--- config.mk ---
export PLATFORM = sky130hd
export DESIGN_NAME = attex_bus_sequencer_flat
export DESIGN_NICKNAME = d
export VERILOG_FILES = /design/src/rtl/attex_bus_sequencer_if.sv /design/src/rtl/attex_bus_sequencer.sv /design/src/flat_wrapper.sv
export SDC_FILE = /design/constraint.sdc
export NUM_CORES = 1
export LEC_CHECK = 0
export ABC_AREA = 1
export BUFFER_PORTS_ARGS = -buffer_cell sky130_fd_sc_hd__buf_2
export CORE_UTILIZATION = 30
export DETAILED_ROUTE_END_ITERATION = 6
export GPL_TIMING_DRIVEN = 0
export PLACE_DENSITY_LB_ADDON = 0.1
export REMOVE_ABC_BUFFERS = 1
export SLEW_MARGIN = 25
export SYNTH_ARGS = -nofsm -noshare
export SYNTH_HDL_FRONTEND = slang
export SYNTH_SLANG_ARGS = --single-unit
export TNS_END_PERCENT = 30
--- constraint.sdc ---
create_clock -name clk30 -period 1.35 [get_ports clk30]
set_input_delay 0.135 -clock clk30 [delete_from_list [all_inputs] [get_ports clk30]]
set_output_delay 0.135 -clock clk30 [all_outputs]
set_load 0.01 [all_outputs]
--- src/rtl/attex_bus_sequencer_if.sv ---
// ATTEX system-bus bundle: CPU strobes/address, CPU ack/err, DMA handshake,
// peripheral acknowledges and chip selects.
interface attex_bus_sequencer_if;
    logic        cpu_as;
    logic        cpu_uds;
    logic        cpu_lds;
    logic        cpu_write;
    logic [23:1] cpu_addr;
    logic        cpu_bus_ack;
    logic        cpu_bus_err;
    logic        dma_req;
    logic        dma_grant;
    logic        ack_mcd212;
    logic        ack_cdic;
    logic        ack_slave;
    logic        ack_mk48;
    logic        cs_mcd212;
    logic        cs_dvc;
    logic        cs_cdic;
    logic        cs_slave;
    logic        cs_mk48;
    logic        timeout_seen;

    // CPU, DMA requester and peripherals as seen from the outside world
    modport master (
        output cpu_as, cpu_uds, cpu_lds, cpu_write, cpu_addr, dma_req,
               ack_mcd212, ack_cdic, ack_slave, ack_mk48,
        input  cpu_bus_ack, cpu_bus_err, dma_grant,
               cs_mcd212, cs_dvc, cs_cdic, cs_slave, cs_mk48, timeout_seen
    );

    // the sequencer itself
    modport slave (
        input  cpu_as, cpu_uds, cpu_lds, cpu_write, cpu_addr, dma_req,
               ack_mcd212, ack_cdic, ack_slave, ack_mk48,
        output cpu_bus_ack, cpu_bus_err, dma_grant,
               cs_mcd212, cs_dvc, cs_cdic, cs_slave, cs_mk48, timeout_seen
    );
endinterface

--- src/rtl/attex_bus_sequencer.sv ---
// ATTEX bus sequencer: decodes each CPU cycle once, holds a registered chip
// select for the whole cycle, returns a one-cycle ack/err, guards against a
// missing DTACK with a watchdog, and shares the bus with the CDIC DMA channel
// under a bounded hold so the CPU cannot be starved.
module attex_bus_sequencer #(
    parameter int TIMEOUT_CYCLES = 1024,
    parameter int DMA_HOLD_MAX   = 16
) (
    input  logic                  clk30,
    input  logic                  reset,
    attex_bus_sequencer_if.slave  bus
);
    localparam int WD_W   = $clog2(TIMEOUT_CYCLES + 1);
    localparam int HOLD_W = $clog2(DMA_HOLD_MAX + 1);

    typedef enum logic [4:0] {
        IDLE     = 5'b00001,
        CPU_WAIT = 5'b00010,
        ERR      = 5'b00100,
        CPU_END  = 5'b01000,
        DMA      = 5'b10000
    } state_t;

    typedef struct packed {
        logic mcd212;
        logic dvc;
        logic cdic;
        logic slave;
        logic mk48;
    } sel_t;

    state_t            state, state_nx;
    sel_t              dec, sel_q, sel_nx, cs_q, cs_nx;
    logic              dec_err;
    logic [23:0]       addr;
    logic [WD_W-1:0]   wd_cnt, wd_cnt_nx;
    logic [HOLD_W-1:0] hold_cnt, hold_cnt_nx;
    logic              pend_block, pend_block_nx;
    logic              ack_q, ack_nx;
    logic              err_q, err_nx;
    logic              tmo_q, tmo_nx;
    logic              grant_q, grant_nx;
    logic              cpu_req, sel_ack;
    logic              unused_write;

    // write direction does not influence routing or timing
    assign unused_write = bus.cpu_write;

    assign addr    = {bus.cpu_addr, 1'b0};
    assign cpu_req = bus.cpu_as && (bus.cpu_uds || bus.cpu_lds);

    // MCD212 and DVC RAM share one acknowledge line
    assign sel_ack = ((sel_q.mcd212 || sel_q.dvc) && bus.ack_mcd212)
                   || (sel_q.cdic  && bus.ack_cdic)
                   || (sel_q.slave && bus.ack_slave)
                   || (sel_q.mk48  && bus.ack_mk48);

    // address decode on the byte address, first match wins
    always_comb begin
        dec     = '0;
        dec_err = 1'b0;
        if ((addr >= 24'h600000 && addr <= 24'hCFFFFF) || addr >= 24'hF00000)
            dec_err = 1'b1;
        else if (addr[23:16] == 8'h30)
            dec.cdic = 1'b1;
        else if (addr[23:16] == 8'h31)
            dec.slave = 1'b1;
        else if (addr[23:16] == 8'h32)
            dec.mk48 = 1'b1;
        else if (addr[23:20] == 4'hD || addr[23:19] == 5'b11101)
            dec.dvc = 1'b1;
        else if (addr <= 24'h27FFFF || (addr >= 24'h400000 && addr < 24'h600000))
            dec.mcd212 = 1'b1;
        else
            dec_err = 1'b1;
    end

    // next-state and registered-output logic
    always_comb begin
        state_nx      = state;
        sel_nx        = sel_q;
        wd_cnt_nx     = wd_cnt;
        hold_cnt_nx   = hold_cnt;
        pend_block_nx = pend_block;
        ack_nx        = 1'b0;
        err_nx        = 1'b0;
        tmo_nx        = tmo_q;
        unique case (state)
            IDLE: begin
                // a pending block after a forced DMA release hands the bus to the CPU
                if (cpu_req && (!bus.dma_req || pend_block)) begin
                    pend_block_nx = 1'b0;
                    wd_cnt_nx     = '0;
                    if (dec_err) begin
                        sel_nx   = '0;
                        err_nx   = 1'b1;
                        state_nx = ERR;
                    end else begin
                        sel_nx   = dec;
                        state_nx = CPU_WAIT;
                    end
                end else if (bus.dma_req) begin
                    hold_cnt_nx = '0;
                    state_nx    = DMA;
                end
            end
            CPU_WAIT: begin
                wd_cnt_nx = (&wd_cnt) ? wd_cnt : wd_cnt + 1'b1;
                // an ack on the timeout cycle still wins over the error
                if (sel_ack) begin
                    ack_nx   = 1'b1;
                    state_nx = CPU_END;
                end else if (wd_cnt >= WD_W'(TIMEOUT_CYCLES - 1)) begin
                    err_nx   = 1'b1;
                    tmo_nx   = 1'b1;
                    state_nx = CPU_END;
                end
            end
            ERR: begin
                state_nx = CPU_END;
            end
            CPU_END: begin
                // AS must drop before another cycle can be decoded
                if (!bus.cpu_as)
                    state_nx = IDLE;
            end
            DMA: begin
                if (!bus.dma_req) begin
                    hold_cnt_nx   = '0;
                    pend_block_nx = 1'b0;
                    state_nx      = IDLE;
                end else if (cpu_req) begin
                    if (hold_cnt == HOLD_W'(DMA_HOLD_MAX - 1)) begin
                        hold_cnt_nx   = '0;
                        pend_block_nx = 1'b1;
                        state_nx      = IDLE;
                    end else begin
                        hold_cnt_nx = hold_cnt + 1'b1;
                    end
                end
            end
            default: begin
                state_nx = IDLE;
            end
        endcase
        cs_nx    = (state_nx == CPU_WAIT) ? sel_nx : '0;
        grant_nx = (state_nx == DMA);
    end

    // state and output registers, synchronous reset
    always_ff @(posedge clk30) begin
        if (reset) begin
            state      <= IDLE;
            sel_q      <= '0;
            cs_q       <= '0;
            wd_cnt     <= '0;
            hold_cnt   <= '0;
            pend_block <= 1'b0;
            ack_q      <= 1'b0;
            err_q      <= 1'b0;
            tmo_q      <= 1'b0;
            grant_q    <= 1'b0;
        end else begin
            state      <= state_nx;
            sel_q      <= sel_nx;
            cs_q       <= cs_nx;
            wd_cnt     <= wd_cnt_nx;
            hold_cnt   <= hold_cnt_nx;
            pend_block <= pend_block_nx;
            ack_q      <= ack_nx;
            err_q      <= err_nx;
            tmo_q      <= tmo_nx;
            grant_q    <= grant_nx;
        end
    end

    assign bus.cpu_bus_ack  = ack_q;
    assign bus.cpu_bus_err  = err_q;
    assign bus.dma_grant    = grant_q;
    assign bus.timeout_seen = tmo_q;
    assign bus.cs_mcd212    = cs_q.mcd212;
    assign bus.cs_dvc       = cs_q.dvc;
    assign bus.cs_cdic      = cs_q.cdic;
    assign bus.cs_slave     = cs_q.slave;
    assign bus.cs_mk48      = cs_q.mk48;
endmodule

--- src/flat_wrapper.sv ---
// flat-port wrapper written by rule: the top's interface ports become plain ports
module attex_bus_sequencer_flat 
#(
    parameter int TIMEOUT_CYCLES = 1024,
    parameter int DMA_HOLD_MAX   = 16
)
  (clk30, reset, bus_cpu_as, bus_cpu_uds, bus_cpu_lds, bus_cpu_write, bus_cpu_addr, bus_dma_req, bus_ack_mcd212, bus_ack_cdic, bus_ack_slave, bus_ack_mk48, bus_cpu_bus_ack, bus_cpu_bus_err, bus_dma_grant, bus_cs_mcd212, bus_cs_dvc, bus_cs_cdic, bus_cs_slave, bus_cs_mk48, bus_timeout_seen);
  attex_bus_sequencer_if bus_i ();
  input  logic clk30;
  input  logic reset;
  input wire logic [$bits(bus_i.cpu_as)-1:0] bus_cpu_as;
  input wire logic [$bits(bus_i.cpu_uds)-1:0] bus_cpu_uds;
  input wire logic [$bits(bus_i.cpu_lds)-1:0] bus_cpu_lds;
  input wire logic [$bits(bus_i.cpu_write)-1:0] bus_cpu_write;
  input wire logic [$bits(bus_i.cpu_addr)-1:0] bus_cpu_addr;
  input wire logic [$bits(bus_i.dma_req)-1:0] bus_dma_req;
  input wire logic [$bits(bus_i.ack_mcd212)-1:0] bus_ack_mcd212;
  input wire logic [$bits(bus_i.ack_cdic)-1:0] bus_ack_cdic;
  input wire logic [$bits(bus_i.ack_slave)-1:0] bus_ack_slave;
  input wire logic [$bits(bus_i.ack_mk48)-1:0] bus_ack_mk48;
  output wire logic [$bits(bus_i.cpu_bus_ack)-1:0] bus_cpu_bus_ack;
  output wire logic [$bits(bus_i.cpu_bus_err)-1:0] bus_cpu_bus_err;
  output wire logic [$bits(bus_i.dma_grant)-1:0] bus_dma_grant;
  output wire logic [$bits(bus_i.cs_mcd212)-1:0] bus_cs_mcd212;
  output wire logic [$bits(bus_i.cs_dvc)-1:0] bus_cs_dvc;
  output wire logic [$bits(bus_i.cs_cdic)-1:0] bus_cs_cdic;
  output wire logic [$bits(bus_i.cs_slave)-1:0] bus_cs_slave;
  output wire logic [$bits(bus_i.cs_mk48)-1:0] bus_cs_mk48;
  output wire logic [$bits(bus_i.timeout_seen)-1:0] bus_timeout_seen;
  assign bus_i.cpu_as = bus_cpu_as;
  assign bus_i.cpu_uds = bus_cpu_uds;
  assign bus_i.cpu_lds = bus_cpu_lds;
  assign bus_i.cpu_write = bus_cpu_write;
  assign bus_i.cpu_addr = bus_cpu_addr;
  assign bus_i.dma_req = bus_dma_req;
  assign bus_i.ack_mcd212 = bus_ack_mcd212;
  assign bus_i.ack_cdic = bus_ack_cdic;
  assign bus_i.ack_slave = bus_ack_slave;
  assign bus_i.ack_mk48 = bus_ack_mk48;
  assign bus_cpu_bus_ack = bus_i.cpu_bus_ack;
  assign bus_cpu_bus_err = bus_i.cpu_bus_err;
  assign bus_dma_grant = bus_i.dma_grant;
  assign bus_cs_mcd212 = bus_i.cs_mcd212;
  assign bus_cs_dvc = bus_i.cs_dvc;
  assign bus_cs_cdic = bus_i.cs_cdic;
  assign bus_cs_slave = bus_i.cs_slave;
  assign bus_cs_mk48 = bus_i.cs_mk48;
  assign bus_timeout_seen = bus_i.timeout_seen;
  attex_bus_sequencer #(.TIMEOUT_CYCLES(TIMEOUT_CYCLES), .DMA_HOLD_MAX(DMA_HOLD_MAX)) u_core (.clk30(clk30), .reset(reset), .bus(bus_i));
endmodule
=== After elaboration in Yosys (flattened, before gate mapping) ===
Cells that the tools add are included.

* Bits in registers: 36
* Input bits: 34
* Output and inout port bits: 9
* Word-level logic and storage cells: 127

* Add/sub/neg operators: 2
* $lt $le $gt $ge: 7
* Equality and inequality tests: 19
* Muxes and demuxes: 51
* Bitwise gates (word level): 3
* Reduce and logical (&&, ||, !) cells: 27

{| class="wikitable"
|+ Operators with widths
! operator !! number
|-
| 2-to-1 mux 5 bit || 17
|-
| >= comparator 24 x 23 -> 1 bit, second input constant || 2
|-
| one-hot mux 5 bit (5 select lines) || 1
|-
| equality test 8 x 6 -> 1 bit, second input constant || 3
|-
| >= comparator 24 bit, second input constant || 1
|-
| <= comparator 24 x 22 -> 1 bit, second input constant || 1
|-
| <= comparator 24 bit, second input constant || 1
|-
| less-than comparator 24 x 23 -> 1 bit, second input constant || 1
|-
| 2-to-1 mux 1 bit || 22
|-
| 2-to-1 mux 11 bit || 2
|-
| one-hot mux 11 bit (2 select lines) || 1
|-
| equality test 5 bit, second input constant || 3
|-
| adder 11 x 1 -> 11 bit, second input constant || 1
|-
| >= comparator 11 x 10 -> 1 bit, second input constant || 1
|-
| AND reduction 11 bit || 1
|-
| equality test 5 x 2 -> 1 bit, second input constant || 2
|-
| equality test 5 x 4 -> 1 bit, second input constant || 2
|-
| one-hot mux 5 bit (2 select lines) || 1
|-
| logical OR 1 bit || 9
|-
| logical AND 1 bit || 8
|-
| 2-to-1 mux 2 bit || 4
|-
| AND reduction 4 bit || 2
|-
| != test 2 bit, second input constant || 3
|-
| != test 3 x 2 -> 1 bit, second input constant || 2
|-
| 12 further kinds || 18
|}

=== Logic depth before layout (Yosys ltp) ===
Gate-level depths: netlist of run 1.

* Depth after elaboration: 15
* Mapped depth: 11
* Depth with buffers taken out: 11

=== Least setup slack after synthesis of run 1 ===
OpenSTA, ideal clock, no wires.

* Path kind: register to register
* Start: reg u_core.wd_cnt[0]
* End: reg u_core.cs_q, in the netlist u_core.bus.cs_mk48
* Setup time: 0.119 ns
* Arrival: 1.278 ns
* Required time: 1.231 ns
* Path slack: -0.047 ns
* Cell stages (with the launch flop): 11
* Path buffers: 0
* Clock period less this slack: 1.397 ns
* Cells stage by stage: dfxtp_1 -> ha_1 -> nand2_1 -> nor2_1 -> nand4_1 -> nand2_1 -> nor2_1 -> nand3_1 -> nand2_1 -> nand2_2 -> nor2_1

* Word-level cells in the longest chain between the ends: 7

{| class="wikitable"
|+ RTL lines
! element !! RTL line !! source
|-
| start: declaration || attex_bus_sequencer.sv:36 || <nowiki>logic [WD_W-1:0] wd_cnt, wd_cnt_nx;</nowiki>
|-
| start signal: assignment || attex_bus_sequencer.sv:167 || <nowiki>wd_cnt <= wd_cnt_nx;</nowiki>
|-
| >= comparator 11 x 10 -> 1 bit || attex_bus_sequencer.sv:113 || <nowiki>end else if (wd_cnt >= WD_W'(TIMEOUT_CYCLES - 1)) begin</nowiki>
|-
| 2-to-1 mux 5 bit || attex_bus_sequencer.sv:113 ||
|-
| 2-to-1 mux 5 bit || attex_bus_sequencer.sv:110 || <nowiki>if (sel_ack) begin</nowiki>
|-
| one-hot mux 5 bit (5 select lines) || attex_bus_sequencer.sv:88 || <nowiki>unique case (state)</nowiki>
|-
| equality test 5 x 2 -> 1 bit || attex_bus_sequencer.sv:146 || <nowiki>cs_nx = (state_nx == CPU_WAIT) ? sel_nx : '0;</nowiki>
|-
| NOT 1 bit (no line) || -- ||
|-
| OR reduction 2 bit (no line) || -- ||
|-
| end signal: assignment || attex_bus_sequencer.sv:166 || <nowiki>cs_q <= cs_nx;</nowiki>
|-
| end: declaration || attex_bus_sequencer.sv:33 || <nowiki>sel_t dec, sel_q, sel_nx, cs_q, cs_nx;</nowiki>
|}

Every way passes these cells.
A chain may end at the register's enable or synchronous reset.

=== Worst setup path after layout of run 1 ===
* Start: reg u_core.state[3]
* End: reg u_core.hold_cnt[1]

* Word-level cells in the longest chain between the ends: 3
* Elaborated cells between the ends (all ways): 8
* Classes of those cells: eq/ne: 5; mux: 1; reduce/logical: 2

{| class="wikitable"
|+ RTL lines
! element !! RTL line !! source
|-
| start: declaration || attex_bus_sequencer.sv:32 || <nowiki>state_t state, state_nx;</nowiki>
|-
| start signal: assignment || attex_bus_sequencer.sv:164 || <nowiki>state <= state_nx;</nowiki>
|-
| equality test 5 bit / equality test 5 x 1 -> 1 bit (equally long branches) || attex_bus_sequencer.sv:88 ||
|-
| != test 3 x 2 -> 1 bit (no line) (tied with other cells) || -- ||
|-
| AND reduction 4 bit (no line) || -- ||
|-
| end signal: assignment || attex_bus_sequencer.sv:168 || <nowiki>hold_cnt <= hold_cnt_nx;</nowiki>
|-
| end: declaration || attex_bus_sequencer.sv:37 || <nowiki>logic [HOLD_W-1:0] hold_cnt, hold_cnt_nx;</nowiki>
|}

Parallel ways exist; a longest one is shown, timed or not.

==> metrics.csv, run 1 <==
stage;metric;value;unit
status;status;finished, violations left;
status;failing checks;setup timing;
final_layout;area occupied by registers;745.7;um2
timing;final count of pins violating max slew;0;
detailed_routing;drt initial violations;87;
floorplanning;Die Area;6709;um2
timing;final hold vios;0;
placement;HPWL after DPL;3249;um
clock_network;root cell of the clock tree;clkbuf_8;
global_routing;met1 Use GR;20.91;%
min_path;hold_sp;bus_dma_req;
final_layout;Layout area overhead;33.38;%
pwr;Clock Power Share;32.8;%
floorplanning;row count;28;
pwr;worst vdd ir;566.0;uV
global_routing;vias in the first global route;1648;
min_path;Tightest Hold Check Type;in2reg;
final_layout;Multi-input gate area;1199;um2
timing;final setup skew;0.009407;ns
clock_network;maximum buffer depth of the clock tree;2;
worst_setup_path;worst reg2reg endpoint;u_core.hold_cnt[1];
logic_synthesis;Post-synth EDFFs;0;
timing;Final min period;1.436;ns
logic_synthesis;sequential share of the synthesized area;37.62;%
floorplanning;total core area;6026;um2
logic_synthesis;Mapped Area;1916;um2
detailed_routing;drt first pass iters;4;
clock_network;clock transition at the registers of the reported paths;0.08;ns
worst_setup_path;cell depth of the worst flop-to-flop path;10;
final_layout;non-filler instance count after layout;409;
placement;port bufs;26;
logic_synthesis;Post-synth top flop;dfxtp_1;
worst_setup_path;kind of critical path;reg2reg;
worst_setup_path;critical path's largest stage delay;0.36;ns
logic_synthesis;adder-cell share of the synthesized area;1.306;%
logic_synthesis;synth cell count leaders;nand2_1, nor2_1, dfxtp_1;
flow_run;Max Cap Viol;0;
floorplanning;overall die height;81.91;um
logic_synthesis;Async S/R FF share, synth;0;%
pwr;Pwr Total;0.002457;W
timing;post-route setup slack;-0.08570;ns
logic_synthesis;Synth Area per Inst;6.651;um2
detailed_routing;Via density;4.726;
floorplanning;Initial Utilization;31.79;%
pwr;Int Pwr;0.001704;W
clock_network;H-tree depth;2;
placement;placed insts;383;
pwr;Comb pwr share;21.2;%
timing;unrepaired setup endpoints after global routing;yes;
worst_setup_path;Crit path max-delay family;simple AND/OR/NAND/NOR gates;
global_routing;largest net degree at the start of global routing;27;
logic_synthesis;complex-gate fraction of the synthesized area;10.52;%
clock_network;Post-CTS Hold Buffers;0;
final_layout;Final Net Count;369;
timing;Max Freq;0.6965;GHz
logic_synthesis;share of the synthesized area in the top cell type;37.62;%
worst_setup_path;startpoint type of the worst setup path;register;
global_routing;GRT Total Usage;15.10;%
global_routing;Global Route met3 Usage;3.667;%
pwr;Power Dens Cells;961.8;nW/um2
logic_synthesis;Syn. warnings;0;
final_layout;Antenna diodes;0;
logic_synthesis;Synth Area in Simple Gates;39.26;%
detailed_routing;WL final;4860;um
placement;Final Wtd Congestion;0.7712;
logic_synthesis;mux cell area share after synthesis;0.5225;%
worst_setup_path;crit path max fanout;7;
logic_synthesis;largest family of logic cells by synthesized area;simple AND/OR/NAND/NOR gates;
timing;Slew headroom;63.94;%
logic_synthesis;post-synthesis xor/xnor area fraction;1.829;%
clock_network;worst-skew pair later-pin latency;0.29;ns
logic_synthesis;Cells after Synth;288;
clock_network;Num CTS Buffers;5;
logic_synthesis;most numerous cell in the Yosys netlist;nand2_1;
worst_setup_path;CP max-delay cell;dfxtp_4;
worst_setup_path;CP bufs+invs;1;
clock_network;TritonCTS clock tree;built;
timing;final cycle utilization of the critical path;106.3;%
pwr;Switching Power;0.0007536;W
logic_synthesis;#FFs+latches synth;36;
global_routing;busiest grt layer;met2;
worst_setup_path;Data required, critical path;1.52;ns
floorplanning;I/O Pins;43;
global_routing;first-pass GRT wire length;7603;um
pwr;leak pwr;1.087;nW
logic_synthesis;unique cell type count in the Yosys netlist;31;
worst_setup_path;Reg2Reg Setup Slack;-0.09;ns
clock_network;CTS sink count;36;
pwr;Reg power frac;45.9;%
worst_setup_path;crit end category;register;
final_layout;layout cells sized above 1;33.53;%
worst_setup_path;R2R Path Start;u_core.state[3];
global_routing;initial antenna violation count;0;
global_routing;GR Util met2;22.48;%
min_path;Hold EP;u_core.bus.dma_grant;
pwr;Switching Fraction;30.67;%
min_path;hold path depth;3;
worst_setup_path;crit path DAT;1.60;ns
logic_synthesis;Synth area leaders;dfxtp_1, nand2_1, nor2_1;
detailed_routing;average wire per standard cell;11.88;um
timing;worst-margin pin slew;0.5410;ns
global_routing;gr ovfl total;0;
detailed_routing;vias;1933;
final_layout;filler cell count;624;
detailed_routing;DRC;0;
logic_synthesis;post-synth top area cell;dfxtp_1;
floorplanning;die width;81.91;um
worst_setup_path;crit-path cells;nor2_4 > nand2_2 > nor2_4 > nand2_4 > nor2_4 > nor2_2 > nand2_2 > inv_4 > o21ai_2 > nor2_1;
worst_setup_path;Levels on crit path;10;
timing;Finish-stage setup viols;25;
worst_setup_path;Worst path most repeated cell;nor2_4;
detailed_routing;Routed Antenna Nets;0;
## worst max path at each step
| stage | startpoint | slack [ns] | endpoint |
|---|---|---|---|
| global route | u_core.state[3] | -0.18 | u_core.hold_cnt[1] |
| finish | u_core.state[3] | -0.09 | u_core.hold_cnt[1] |
| CTS | u_core.wd_cnt[1] | -0.12 | u_core.wd_cnt[4] |
| floorplan | u_core.wd_cnt[0] | -0.11 | u_core.wd_cnt[0] |
| detailed placement | u_core.wd_cnt[0] | -0.49 | u_core.wd_cnt[9] |
| global placement | u_core.wd_cnt[0] | -0.49 | u_core.wd_cnt[9] |
## tightest hold or removal path: stages
cell and delay [ns]:
buf_2 0.15, a22oi_2 0.08, nor2_1 0.07
## cells in the final DEF (no fill, tap or decap), types with 6 or more instances in the layout
cell type / synthesis / layout
nand4_1: 9 / 9
a21oi_1: 23 / 20
buf_4: 0 / 15
inv_1: 34 / 31
nor2_1: 51 / 44
clkbuf_8: 0 / 6
nor2_2: 4 / 7
nand2_2: 3 / 10
nand3_1: 24 / 21
nand2_1: 59 / 49
o21ai_0: 9 / 8
buf_2: 2 / 26
dfxtp_1: 36 / 26
## stage by stage
stage / area, um2 / setup TNS [ns] / worst slack (ns) / hold slack (ns) / utilization (%)
2_1_floorplan: 1883 / -0.8935 / -0.1054 / 0.2041 / -
3_3_place_gp: 2107 / -8.271 / -0.4874 / 0.4367 / 34.97
3_5_place_dp: 2107 / -8.382 / -0.4873 / 0.4368 / 34.97
4_1_cts: 2366 / -2.263 / -0.1236 / 0.1597 / 39.27
5_1_grt: 2555 / -4.085 / -0.1809 / 0.2146 / 42.40
6_report: 2555 / -1.025 / -0.08570 / 0.1765 / 42.40
## power groups by stage
| stage | logic, W | registers (W) | clock network, W |
|---|---|---|---|
| 6_report | 0.000522 | 0.00113 | 0.000807 |
| 5_1_grt | 0.000575 | 0.00113 | 0.000892 |
| 4_1_cts | 0.000455 | 0.00113 | 0.000837 |
| 3_5_place_dp | 0.000372 | 0.00115 | 0 |
| 3_3_place_gp | 0.000373 | 0.00115 | 0 |
| 2_1_floorplan | 0.000255 | 0.00115 | 0 |
## logic make-up (layout without fill, tap and decap cells)
family	Yosys count	count (layout)
AO/OA/AOI/OAI	38	38
XOR/XNOR	4	4
adder cells (fa/ha/maj)	2	2
buffers and inverters	43	89
flip-flops	36	36
multiplexers	1	1
AND/OR/NAND/NOR	164	164
## routing by layer
layer	wire (um)	share of wire (%)
met1	2483	51
met2	2155	44
met3	166	3.4
met4	54	1.1
met5	0	0
## sequential cells by signal, summed over array words and instances, names as in the netlist
register and count:
u_core.bus.cpu_bus_ack 1, u_core.bus.cpu_bus_err 1, u_core.bus.cs_cdic 1, u_core.bus.cs_dvc 1
u_core.bus.cs_mcd212 1, u_core.bus.cs_mk48 1, u_core.bus.cs_slave 1, u_core.bus.dma_grant 1
u_core.bus.timeout_seen 1, u_core.hold_cnt 5, u_core.pend_block 1, u_core.sel_q 5
u_core.state 5, u_core.wd_cnt 11
## final cells by class
| class | count | share of cell area (%) |
|---|---|---|
| Tap cell | 75 | 3.673 |
| Clock buffer | 7 | 3.379 |
| Sequential cell | 36 | 29.19 |
| Timing Repair Buffer | 44 | 10.82 |
| Clock inverter | 1 | 0.2938 |
| Multi-Input combinational cell | 209 | 46.91 |
| Inverter | 37 | 5.730 |
## repair_timing
item | 4_1_cts | 5_1_grt
gates resized for setup | 29 | 38
setup endpoints to repair | 31 | 32
buffers inserted | 10 | 8
pin swaps | 14 | 21
No activity file was read; power rests on OpenSTA's default activity.
==> inputs of run 2 (changes only) <==
==> constraint.sdc (replaced) <==
create_clock -name clk30 -period 1.39 [get_ports clk30]
set_input_delay 0.139 -clock clk30 [delete_from_list [all_inputs] [get_ports clk30]]
set_output_delay 0.139 -clock clk30 [all_outputs]
set_load 0.01 [all_outputs]
==> run 2 against run 1 <==
The flow still finishes with violations (setup timing). Clock power fell by 3.0%. First-iteration DRC count rose by 8.0%. Worst setup slack improved by 0.040 ns. Register-to-register slack better by 0.04 ns. Non-clock buffer count did not move. Clock skew hardly changed. Core utilization shrank 0.12 points. Final cell count did not move. Global-route usage is the same.
==> metrics.csv, run 2 (synthesis gave the netlist of run 1 again) <==
stage;metric;value;unit;change
status;status;finished, violations left;;
status;failing checks;setup timing;;
global_routing;largest net degree at the start of global routing;27;;unchanged
final_layout;Layout area overhead;32.98;%;
detailed_routing;Via density;4.736;;+0.21%
clock_network;clock transition at the registers of the reported paths;0.08;ns;about the same
worst_setup_path;Data required, critical path;1.56;ns;+0.04 ns
global_routing;busiest grt layer;met2;;
detailed_routing;vias;1937;;+0.21%
global_routing;initial antenna violation count;0;;unchanged
clock_network;maximum buffer depth of the clock tree;2;;unchanged
floorplanning;I/O Pins;43;;unchanged
pwr;Switching Power;0.0007278;W;-3.4%
final_layout;commonest non-fill, non-tap cell in the layout;nand2_1;;
final_layout;filler cell count;626;;+0.32%
final_layout;layout cells sized above 1;32.93;%;-0.60 points
pwr;Clock Power Share;32.9;%;about the same
flow_run;Max Cap Viol;0;;unchanged
detailed_routing;average wire per standard cell;11.86;um;-0.19%
floorplanning;die width;81.91;um;unchanged
pwr;leak pwr;1.088;nW;+0.10%
global_routing;gr ovfl total;0;;unchanged
clock_network;Post-CTS Hold Buffers;0;;unchanged
worst_setup_path;CP max-delay cell;dfxtp_4;;
worst_setup_path;crit path DAT;1.60;ns;about the same
floorplanning;overall die height;81.91;um;unchanged
worst_setup_path;Reg2Reg Setup Slack;-0.05;ns;+0.04 ns
detailed_routing;drt initial violations;94;;+8.0%
placement;Final Wtd Congestion;0.7712;;unchanged
pwr;Int Pwr;0.001653;W;-3.0%
floorplanning;Die Area;6709;um2;unchanged
timing;Finish-stage setup viols;13;;-48%
placement;HPWL after DPL;3249;um;unchanged
global_routing;Global Route met3 Usage;3.667;%;unchanged
timing;worst-margin pin slew;0.5410;ns;+0.00004631 ns
floorplanning;total core area;6026;um2;unchanged
floorplanning;Initial Utilization;31.79;%;unchanged
global_routing;met1 Use GR;20.91;%;unchanged
final_layout;Antenna diodes;0;;unchanged
clock_network;worst-skew pair later-pin latency;0.29;ns;about the same
clock_network;CTS sink count;36;;unchanged
final_layout;most frequent cells in the layout;nand2_1, nor2_1, inv_1, buf_2, dfxtp_1;;
clock_network;TritonCTS clock tree;built;;
detailed_routing;drt first pass iters;4;;unchanged
worst_setup_path;crit-path cells;nor2_4 > nand2_2 > nor2_4 > nand2_4 > nor2_4 > nor2_2 > nand2_2 > inv_4 > o21ai_2 > nor2_1;;
pwr;Switching Fraction;30.57;%;-0.098 points
detailed_routing;DRC;0;;unchanged
placement;port bufs;26;;unchanged
final_layout;Final Util;42.28;%;-0.12 points
min_path;Tightest Hold Check Type;in2reg;;
pwr;worst vdd ir;507.7;uV;-10%
timing;unrepaired setup endpoints after global routing;yes;;
worst_setup_path;Worst path most repeated cell;nor2_4;;
timing;final setup skew;0.008957;ns;-0.0004495 ns
detailed_routing;WL final;4851;um;-0.19%
pwr;Comb pwr share;21.1;%;about the same
clock_network;root cell of the clock tree;clkbuf_8;;
pwr;Pwr Total;0.002381;W;-3.1%
pwr;Power Dens Cells;934.6;nW/um2;-2.8%
global_routing;first-pass GRT wire length;7603;um;unchanged
global_routing;GRT Total Usage;15.10;%;unchanged
floorplanning;row count;28;;unchanged
timing;Final min period;1.436;ns;+0.0001180 ns
worst_setup_path;crit path max fanout;7;;unchanged
final_layout;Reg with most FFs;u_core.wd_cnt;;
final_layout;Largest register FFs;11;;unchanged
global_routing;GR Util met2;22.48;%;unchanged
clock_network;Num CTS Buffers;5;;unchanged
timing;Slew headroom;63.93;%;about the same
timing;final hold vios;0;;unchanged
final_layout;Final Net Count;369;;unchanged
worst_setup_path;kind of critical path;reg2reg;;
timing;final cycle utilization of the critical path;103.3;%;-3.1 points
worst_setup_path;crit end category;register;;
pwr;Reg power frac;46.0;%;about the same
worst_setup_path;startpoint type of the worst setup path;register;;
timing;Max Freq;0.6965;GHz;about the same
global_routing;vias in the first global route;1648;;unchanged
timing;final count of pins violating max slew;0;;unchanged
worst_setup_path;critical path's largest stage delay;0.36;ns;about the same
clock_network;H-tree depth;2;;unchanged
timing;post-route setup slack;-0.04582;ns;+0.03988 ns
detailed_routing;Routed Antenna Nets;0;;unchanged
run 2: cell counts in the layout (fill, tap and decap cells not counted):
No cell type changed its count.
run 2: area by class of cell:
class                   instances  area (um2)  area share [%]
clock inverters                 1       7.507          0.2947
repair buffers                 44       276.5           10.85
clock buffers                   7       86.33           3.389
well taps                      75       93.84           3.684
multi-input cells             209        1191           46.76
inverters                      37       146.4           5.747
flip-flops and latches         36       745.7           29.27
run 2: worst paths after layout:
path / startpoint / to / cells past startpoint
hold reg to reg: u_core.bus.timeout_seen / u_core.bus.timeout_seen / 2
hold / removal: bus_dma_req / u_core.bus.dma_grant / 3
setup reg to reg: u_core.state[3] / u_core.hold_cnt[1] / 10
setup / recovery: u_core.state[3] / u_core.hold_cnt[1] / 10
run 2: power groups by stage:
stage               clock network [W]  registers, W  logic [W]
floorplan                           0       0.00111   0.000248
global placement                    0       0.00112   0.000362
detailed placement                  0       0.00112   0.000362
CTS                          0.000813       0.00109   0.000442
global route                 0.000867       0.00110   0.000554
finish                       0.000783       0.00110   0.000501
run 2: timing repair:
action	CTS	global route
resized for setup	27	38
setup buffers	10	8
setup endpoints to repair	30	31
pin swaps	14	21
run 2: per-layer routing:
metal  vias up  routed length [um]
met5         -                   0
met4         0                  59
met3         5                 184
met2        35                2142
met1       881                2465
li1       1016                   -
run 2: per-stage QoR:
stage	hold slack, ns	cells	cell area (um2)	setup TNS, ns	setup WS (ns)
final	0.1810	409	2547	-0.2095	-0.04582
after CTS	0.1637	401	2362	-1.261	-0.08357
after global routing	0.2186	409	2547	-2.827	-0.1409
after floorplan	0.2081	282	1883	-0.4135	-0.06539
after global placement	0.4367	383	2107	-7.080	-0.4474
after detailed placement	0.4368	383	2107	-7.178	-0.4473
run 2: critical path, delay by kind of cell, from the launching register on:
family                 cells  cell delay, ns
AOI/OAI and AO/OA          1            0.10
and+or+nand+nor            8            0.79
DFF                        1            0.36
buffers and inverters      1            0.06
==> inputs of run 3 (changes only) <==
--- a/config.mk
+++ b/config.mk
@@ -8,6 +8,7 @@
 export ABC_AREA = 1
 export BUFFER_PORTS_ARGS = -buffer_cell sky130_fd_sc_hd__buf_2
 export CORE_UTILIZATION = 30
+export CTS_BUF_LIST = sky130_fd_sc_hd__clkbuf_2 sky130_fd_sc_hd__clkbuf_4 sky130_fd_sc_hd__clkbuf_8
 export DETAILED_ROUTE_END_ITERATION = 6
 export GPL_TIMING_DRIVEN = 0
 export PLACE_DENSITY_LB_ADDON = 0.1
==> run 3 against run 2 <==
The run still ends with setup timing left. Largest power group unchanged. Via count fell by 0.93%. Largest cell class unchanged. Worst setup slack barely moved. Critical path type unchanged. Highest routed layer unchanged. Cell area fell by 0.59%. Fmax barely moved. First-iteration DRC count fell by 5.3%.
==> metrics.csv, run 3 (synthesis gave the netlist of run 1 again) <==
stage;metric;value;unit;change
floorplanning;die width;81.91;um;unchanged
worst_setup_path;crit end category;register;;
floorplanning;total core area;6026;um2;unchanged
global_routing;largest net degree at the start of global routing;27;;unchanged
clock_network;worst-skew pair later-pin latency;0.29;ns;about the same
final_layout;Final Net Count;368;;-0.27%
placement;Final Wtd Congestion;0.7712;;unchanged
clock_network;clock transition at the registers of the reported paths;0.08;ns;about the same
min_path;hold path depth;3;;unchanged
final_layout;most frequent cells in the layout;nand2_1, nor2_1, inv_1, buf_2, dfxtp_1;;
pwr;leak pwr;1.085;nW;-0.28%
status;status;finished, violations left;;
clock_network;CTS sink count;36;;unchanged
floorplanning;I/O Pins;43;;unchanged
placement;port bufs;26;;unchanged
final_layout;non-filler instance count after layout;408;;-0.24%
min_path;hold_sp;bus_dma_req;;
clock_network;maximum buffer depth of the clock tree;2;;unchanged
timing;Max Freq;0.6966;GHz;about the same
timing;hold slack;0.1829;ns;+0.001908 ns
global_routing;GRT Total Usage;15.07;%;-0.023 points
floorplanning;row count;28;;unchanged
final_layout;Largest register FFs;11;;unchanged
worst_setup_path;Data required, critical path;1.55;ns;about the same
worst_setup_path;startpoint type of the worst setup path;register;;
placement;Place WS;-0.4473;ns;unchanged
clock_network;root cell of the clock tree;clkbuf_8;;
clock_network;Num CTS Buffers;5;;unchanged
detailed_routing;WL final;4779;um;-1.5%
detailed_routing;drt first pass iters;4;;unchanged
final_layout;commonest non-fill, non-tap cell in the layout;nand2_1;;
global_routing;vias in the first global route;1646;;-0.12%
worst_setup_path;Reg2Reg Setup Slack;-0.05;ns;about the same
global_routing;gr ovfl total;0;;unchanged
worst_setup_path;crit path max fanout;7;;unchanged
flow_run;Max Cap Viol;0;;unchanged
worst_setup_path;crit path DAT;1.60;ns;about the same
clock_network;TritonCTS clock tree;built;;
detailed_routing;drt initial violations;89;;-5.3%
detailed_routing;Via density;4.703;;-0.69%
status;failing checks;setup timing;;
timing;post-route setup slack;-0.04559;ns;+0.0002279 ns
floorplanning;overall die height;81.91;um;unchanged
global_routing;first-pass GRT wire length;7596;um;about the same
timing;final setup skew;0.009907;ns;+0.0009496 ns
detailed_routing;average wire per standard cell;11.71;um;-1.2%
placement;HPWL after DPL;3249;um;unchanged
global_routing;initial antenna violation count;0;;unchanged
detailed_routing;DRC;0;;unchanged
worst_setup_path;worst reg2reg endpoint;u_core.hold_cnt[1];;
floorplanning;Initial Utilization;31.79;%;unchanged
placement;placed insts;383;;unchanged
final_layout;fin area;2532;um2;-0.59%
final_layout;Layout area overhead;32.20;%;
timing;worst-margin pin slew;0.5387;ns;-0.002279 ns
detailed_routing;vias;1919;;-0.93%
worst_setup_path;kind of critical path;reg2reg;;
final_layout;Antenna diodes;0;;unchanged
timing;final count of pins violating max slew;0;;unchanged
final_layout;Reg with most FFs;u_core.wd_cnt;;
min_path;Hold EP;u_core.bus.dma_grant;;
floorplanning;Die Area;6709;um2;unchanged
worst_setup_path;R2R Path Start;u_core.state[3];;
final_layout;layout cells sized above 1;32.73;%;-0.20 points
min_path;Tightest Hold Check Type;in2reg;;
timing;TNS Setup;-0.3035;ns;-0.09407 ns
timing;final hold vios;0;;unchanged
timing;Finish-stage setup viols;19;;+6
timing;Final min period;1.436;ns;-0.0002279 ns
clock_network;H-tree depth;2;;unchanged
pwr;worst vdd ir;502.6;uV;-1.0%
pwr;Power Dens Cells;946.6;nW/um2;+1.3%
clock_network;Post-CTS Hold Buffers;0;;unchanged
timing;final cycle utilization of the critical path;103.3;%;about the same
worst_setup_path;cell depth of the worst flop-to-flop path;10;;unchanged
placement;placed cell areas;2107;um2;unchanged
detailed_routing;Routed Antenna Nets;0;;unchanged
timing;unrepaired setup endpoints after global routing;yes;;
timing;Slew headroom;64.09;%;+0.15 points
## run 3: worst max-delay path by stage
stage,from,to,slack [ns],depth (start not counted)
after floorplan,u_core.wd_cnt[0],u_core.wd_cnt[0],-0.07,8
after global placement,u_core.wd_cnt[0],u_core.wd_cnt[9],-0.45,8
after detailed placement,u_core.wd_cnt[0],u_core.wd_cnt[9],-0.45,8
after CTS,u_core.wd_cnt[1],u_core.wd_cnt[4],-0.08,8
after global routing,u_core.state[3],u_core.hold_cnt[1],-0.14,10
final,u_core.state[3],u_core.hold_cnt[1],-0.05,10
## run 3: critical path, stage by stage, from the launching register on
cell and delay (ns):
dfxtp_4 0.36, nor2_4 0.18, nand2_2 0.09, nor2_4 0.18, nand2_4 0.09, nor2_4 0.08, nor2_2 0.04, nand2_2 0.09
inv_4 0.06, o21ai_2 0.10, nor2_1 0.04
## run 3: per-stage QoR
step,util (%),total power (W)
4_1_cts,39.27,0.002367
3_5_place_dp,34.97,0.001479
5_1_grt,42.03,0.002543
6_report,42.03,0.002397
3_3_place_gp,34.97,0.001480
2_1_floorplan,-,0.001362
## run 3: layout make-up
type                            instances  area [um2]
Inverter                               37       146.4
Fill cell                             630        3493
Clock inverter                          1       7.507
Sequential cell                        36       743.2
Timing Repair Buffer                   43       265.3
Tap cell                               75       93.84
Clock buffer                            7       90.09
Multi-Input combinational cell        209        1186
## run 3: timing repair
item	4_1_cts	5_1_grt
setup endpoints to repair	30	31
pin swaps	14	18
resized for setup	27	35
setup buffers	10	7
## run 3: power by group
group	leakage [nW]	switching [W]	internal, W	total [W]
Combinational	0.740	0.000304	0.000192	0.000496
Sequential	0.297	0.0000383	0.00106	0.00110
Clock	0.0479	0.000381	0.000422	0.000803
Total	1.09	0.000723	0.00167	0.00240
## run 3: metal layers
layer  wire length [um]  global-route usage [%]  vias up
met4                 27                   5.439        0
li1                   -                       -     1014
met3                151                   3.667        2
met5                  0                       0        -
met2               2122                   22.31       28
met1               2478                   20.98      875
